File: src/rtl/module_adder_pipe.sv
// Pipelined unsigned add/subtract with valid/ready handshakes; the carry chain is cut into STAGES chunks.
// Optional unsigned saturation in the final stage is enabled with macro ADDER_PIPE_SAT_EN.
module module_adder_pipe #(
    parameter int WIDTH  = 8,
    parameter int STAGES = 2
) (
    input  logic             clk_pi,
    input  logic             rst_n_pi,
    input  logic             valid_pi,
    output logic             ready_po,
    input  logic [WIDTH-1:0] a_pi,
    input  logic [WIDTH-1:0] b_pi,
    input  logic             sub_pi,
    output logic             valid_po,
    input  logic             ready_pi,
    output logic [WIDTH-1:0] result_po,
    output logic             carry_po
);
    localparam int CW = WIDTH / STAGES;

    logic adv_s;

    assign adv_s    = ~valid_po | ready_pi;
    assign ready_po = adv_s;

    for (genvar k = 0; k < STAGES; k++) begin : g_stg
        // IW operand bits arrive at this stage, OW of them are still unconsumed afterwards
        localparam int LO = k * CW;
        localparam int IW = WIDTH - LO;
        localparam int OW = IW - CW;
        localparam int RW = LO + CW;

        logic          in_v_s;
        logic          in_sub_s;
        logic          in_cin_s;
        logic [IW-1:0] in_a_s;
        logic [IW-1:0] in_b_s;
        logic [CW:0]   sum_s;
        logic [RW-1:0] res_s;
        logic [RW-1:0] fin_s;
        logic          vld_d, vld_q;
        logic          cy_d, cy_q;
        logic [RW-1:0] res_d, res_q;

        if (k == 0) begin : g_head
            assign in_v_s   = valid_pi;
            assign in_sub_s = sub_pi;
            assign in_cin_s = sub_pi;
            assign in_a_s   = a_pi;
            assign in_b_s   = b_pi;
            assign res_s    = sum_s[CW-1:0];
        end else begin : g_link
            assign in_v_s   = g_stg[k-1].vld_q;
            assign in_sub_s = g_stg[k-1].g_op.sub_q;
            assign in_cin_s = g_stg[k-1].cy_q;
            assign in_a_s   = g_stg[k-1].g_op.a_q;
            assign in_b_s   = g_stg[k-1].g_op.b_q;
            assign res_s    = {sum_s[CW-1:0], g_stg[k-1].res_q};
        end

        assign sum_s = {1'b0, in_a_s[CW-1:0]}
                     + {1'b0, in_b_s[CW-1:0] ^ {CW{in_sub_s}}}
                     + {{CW{1'b0}}, in_cin_s};

`ifdef ADDER_PIPE_SAT_EN
        if (k == STAGES - 1) begin : g_sat
            // clamp on unsigned overflow (add) or borrow (sub); carry stays raw
            assign fin_s = (in_sub_s & ~sum_s[CW]) ? {RW{1'b0}} :
                           ((~in_sub_s & sum_s[CW]) ? {RW{1'b1}} : res_s);
        end else begin : g_nosat
            assign fin_s = res_s;
        end
`else
        assign fin_s = res_s;
`endif

        // stage next-state: shift forward on adv, otherwise hold
        always_comb begin
            vld_d = vld_q;
            cy_d  = cy_q;
            res_d = res_q;
            if (adv_s) begin
                vld_d = in_v_s;
                cy_d  = sum_s[CW];
                res_d = fin_s;
            end else begin
                vld_d = vld_q;
                cy_d  = cy_q;
                res_d = res_q;
            end
        end

        // stage valid, carry and partial-result registers
        always_ff @(posedge clk_pi or negedge rst_n_pi) begin
            if (!rst_n_pi) begin
                vld_q <= 1'b0;
                cy_q  <= 1'b0;
                res_q <= {RW{1'b0}};
            end else begin
                vld_q <= vld_d;
                cy_q  <= cy_d;
                res_q <= res_d;
            end
        end

        if (OW > 0) begin : g_op
            logic          sub_d, sub_q;
            logic [OW-1:0] a_d, a_q;
            logic [OW-1:0] b_d, b_q;

            // upper operand chunks and op select travel with their partial result
            always_comb begin
                sub_d = sub_q;
                a_d   = a_q;
                b_d   = b_q;
                if (adv_s) begin
                    sub_d = in_sub_s;
                    a_d   = in_a_s[IW-1:CW];
                    b_d   = in_b_s[IW-1:CW];
                end else begin
                    sub_d = sub_q;
                    a_d   = a_q;
                    b_d   = b_q;
                end
            end

            // delayed operand registers
            always_ff @(posedge clk_pi or negedge rst_n_pi) begin
                if (!rst_n_pi) begin
                    sub_q <= 1'b0;
                    a_q   <= {OW{1'b0}};
                    b_q   <= {OW{1'b0}};
                end else begin
                    sub_q <= sub_d;
                    a_q   <= a_d;
                    b_q   <= b_d;
                end
            end
        end
    end

    assign valid_po  = g_stg[STAGES-1].vld_q;
    assign result_po = g_stg[STAGES-1].res_q;
    assign carry_po  = g_stg[STAGES-1].cy_q;

endmodule

File: config.mk
export PLATFORM = sky130hd
export DESIGN_NAME = module_adder_pipe
export DESIGN_NICKNAME = d
export VERILOG_FILES = /design/src/rtl/module_adder_pipe.sv
export SDC_FILE = /design/constraint.sdc
export NUM_CORES = 1
export LEC_CHECK = 0
export BUFFER_PORTS_ARGS = -buffer_cell sky130_fd_sc_hd__buf_4
export CAP_MARGIN = 20
export CORE_UTILIZATION = 30
export DETAILED_ROUTE_END_ITERATION = 16
export PLACE_DENSITY = 0.49
export SLEW_MARGIN = 20
export SYNTH_ARGS = -nofsm -noshare
export SYNTH_HDL_FRONTEND = slang
export SYNTH_SLANG_ARGS = --single-unit
File: constraint.sdc
create_clock -name clk_pi -period 2.3 [get_ports clk_pi]
set_clock_uncertainty 0.15 [all_clocks]
set_input_delay 0.115 -clock clk_pi [delete_from_list [all_inputs] [get_ports clk_pi]]
set_output_delay 0.115 -clock clk_pi [all_outputs]
set_load 0.01 [all_outputs]
==> results_dict.tcl <==
set metrics [dict create \
    status "complete, no violations" \
    r2r-start "g_stg[0].g_op.sub_q" \
    netlist_area_sq_mm 0.00126 \
    gp_congestion 0.738 \
    clock_sinks 25 \
    hpwl_mm 1.80 \
    r2r-end "result_po[7]" \
    die_h_microns 66.8 \
    cts_setup_buffers 0 \
    muxShareOfSynthArea 0.0238 \
    cts-root-buf "clkbuf_8" \
    grtUsageTotal 0.129 \
    drtPass1Iterations 4 \
    gr-usage-met3 0.0205 \
    cp_data_required_time_ns 2.31 \
    drt_iter0_drc 22 \
    hp-class "in -> reg" \
    synth_top_area_cell "dfrtp_1" \
    numPortBuffers 31 \
    ir_drop_mv 0.218 \
    syn_avg_cell_area_sq_um 9.77 \
    wl_per_cell_microns 10.9 \
    ys_seq_elements 25 \
    start_util 0.313 \
    drive_gt1_frac 0.237 \
    worst_setup_path_end_kind "flip-flop" \
    finalHoldViolCount 0 \
    antenna_found_initial 0 \
    vias_per_cell 4.31 \
    maxCapViolCount 0 \
    place_ws_ns 0.197 \
    synth_warnings 0 \
    clock_latency_ns 0.26 \
    period_share 0.916 \
    synth_compound_area_frac 0.0894 \
    final-setup-viol-count 0 \
    synth-xor-area-share 0.0765 \
    synth.distinct_cells 22 \
    layout.cells.non_filler 223 \
    rows 23 \
    ant_nets 0 \
    clkTransAtPathRegs_ns 0.08 \
    rrSetupSlack_ns 0.19 \
    hold_path_depth 4 \
    cp.arrival_ns 2.12 \
    hold_path_end "g_stg[0].res_q[1]" \
    cts.path.max_buffers 2 \
    cts.htree.levels 1 \
    rsz0062_at_grt "false" \
    leakagePower_nw 0.875 \
    place_inst 206 \
    grt_use_met2 0.211 \
    cts_buffers 3 \
    setup-tns-final_ns 0 \
    postLayoutCellArea_sq_mm 0.00172 \
    yosysTopAreaCellShare 0.497 \
    min_from "a_pi[1]" \
    die_x_microns 66.8 \
    final_cell_mix "49 x nand2_1, 33 x buf_4, 25 x dfrtp_1" \
    drc 0 \
    hold_buffers 13 \
    synth_top_family_by_area "simple AND/OR/NAND/NOR gates" \
    cp_max_fo 5 \
    synthTopCellsByArea "dfrtp_1 50%, nand2_1 15%, ha_1 6.0%, fa_1 4.8%, xor2_1 4.2%" \
    p_per_area_mw_per_mm2 800 \
    cts_resized 0 \
    layout_commonest_cell "nand2_1" \
    synth_nets 159 \
    yosys.area_share.adder 0.107 \
    grt-ovfl-total 0 \
    grt-busiest-layer "met2" \
    cts_tree "yes" \
    grt_pass1_wl_mm 4.24 \
    dieArea_sq_mm 0.00446 \
    ios 32 \
    worstMarginPinSlew_ns 0.429 \
    grt_util_met1 0.163 \
    coreArea_sq_mm 0.00403 \
    synth_cells 129 \
    synth-simple-area-share 0.177 \
    wl_mm 2.44 \
    fmax_mhz 474 \
    grt_pass1_vias 983 \
    ys_seq_area_frac 0.497 \
    antennaDiodeCount 0 \
    post_dp_cell_area_sq_mm 0.00155 \
    nets 204 \
    finalMaxSlewViolations 0 \
    fin_ws_ns 0.192 \
    slew_headroom 0.714 \
    cp-start-kind "flip-flop" \
    min_period_ns 2.11 \
    path_class "reg -> reg" \
    area_growth_pct 36.7 \
    rr_worst_depth 6 \
    grt_start_max_net_pins 26 \
    vias 962 \
]
## worst max path at each step
stage                    to  slack, ns           startpoint
6_report       result_po[7]       0.19  g_stg[0].g_op.sub_q
5_1_grt        result_po[7]       0.08  g_stg[0].g_op.sub_q
4_1_cts        result_po[7]       0.18  g_stg[0].g_op.sub_q
3_5_place_dp   result_po[7]       0.20  g_stg[0].g_op.sub_q
3_3_place_gp   result_po[7]       0.25  g_stg[0].g_op.sub_q
2_1_floorplan  result_po[7]       0.19  g_stg[0].g_op.sub_q
## power by group
group | switching (mW) | internal [mW]
clock | 0.130 | 0.124
sequential | 0.0621 | 0.551
combinational | 0.239 | 0.273
## registers in the layout, indices dropped and copies added (netlist names)
register,cells
valid_po,1
result_po,8
carry_po,1
g_stg.res_q,4
g_stg.vld_q,1
g_stg.cy_q,1
g_stg.g_op.a_q,4
g_stg.g_op.b_q,4
g_stg.g_op.sub_q,1
## area by class of cell
| cell class | instances | area (sq um) |
|---|---|---|
| fill | 409 | 2310 |
| multi-input combinational | 94 | 597 |
| sequential | 25 | 626 |
| timing repair buffer | 46 | 378 |
| tap | 50 | 62.6 |
| clock buffer | 4 | 45.0 |
| inverter | 4 | 15.0 |
## kinds of logic (layout without fill, tap and decap cells)
logic type | count (synthesis) | in the layout
muxes | 2 | 2
buffers and inverters | 10 | 54
DFF | 25 | 25
xor gates and xnor gates | 11 | 11
and+or+nand+nor | 56 | 56
AOI/OAI and AO/OA | 16 | 16
adders and majority gates | 9 | 9
## Yosys cell counts
| master | number |
|---|---|
| nand2_1 | 49 |
| dfrtp_1 | 25 |
| clkbuf_1 | 6 |
| ha_1 | 6 |
| xor2_1 | 6 |
| o21ai_0 | 5 |
| xnor2_1 | 5 |
| a21oi_1 | 4 |
| a21o_1 | 3 |
| fa_1 | 3 |
| inv_1 | 3 |
| mux2_4 | 2 |
| nor2_1 | 2 |
| nor2b_1 | 2 |
| a211oi_1 | 1 |
| a31o_2 | 1 |
| a31oi_4 | 1 |
| and2_1 | 1 |
| inv_2 | 1 |
| nand2b_1 | 1 |
| o21a_1 | 1 |
| or3_1 | 1 |
## worst max-delay path, stage by stage, from the launching register on
cell     delay (ns)
dfrtp_1        0.46
xor2_1         0.28
ha_1           0.28
nor2b_1        0.13
o21a_1         0.16
or3_1          0.30
a31o_2         0.25
## routing by layer
metal / up-vias / share of wire
met5: - / 0
met2: 21 / 0.48
li1: 495 / -
met3: 2 / 0.036
met1: 444 / 0.47
met4: 0 / 0.014
## per-stage QoR
stage	hold WS, ns	total power, mW	util
after floorplan	-0.331	0.917	-
after global placement	-0.115	1.12	0.384
after detailed placement	-0.106	1.13	0.384
after CTS	0.0855	1.40	0.428
after global routing	0.112	1.50	0.428
final	0.0868	1.38	0.428
Note: power is estimated with default switching activity, not from simulation.
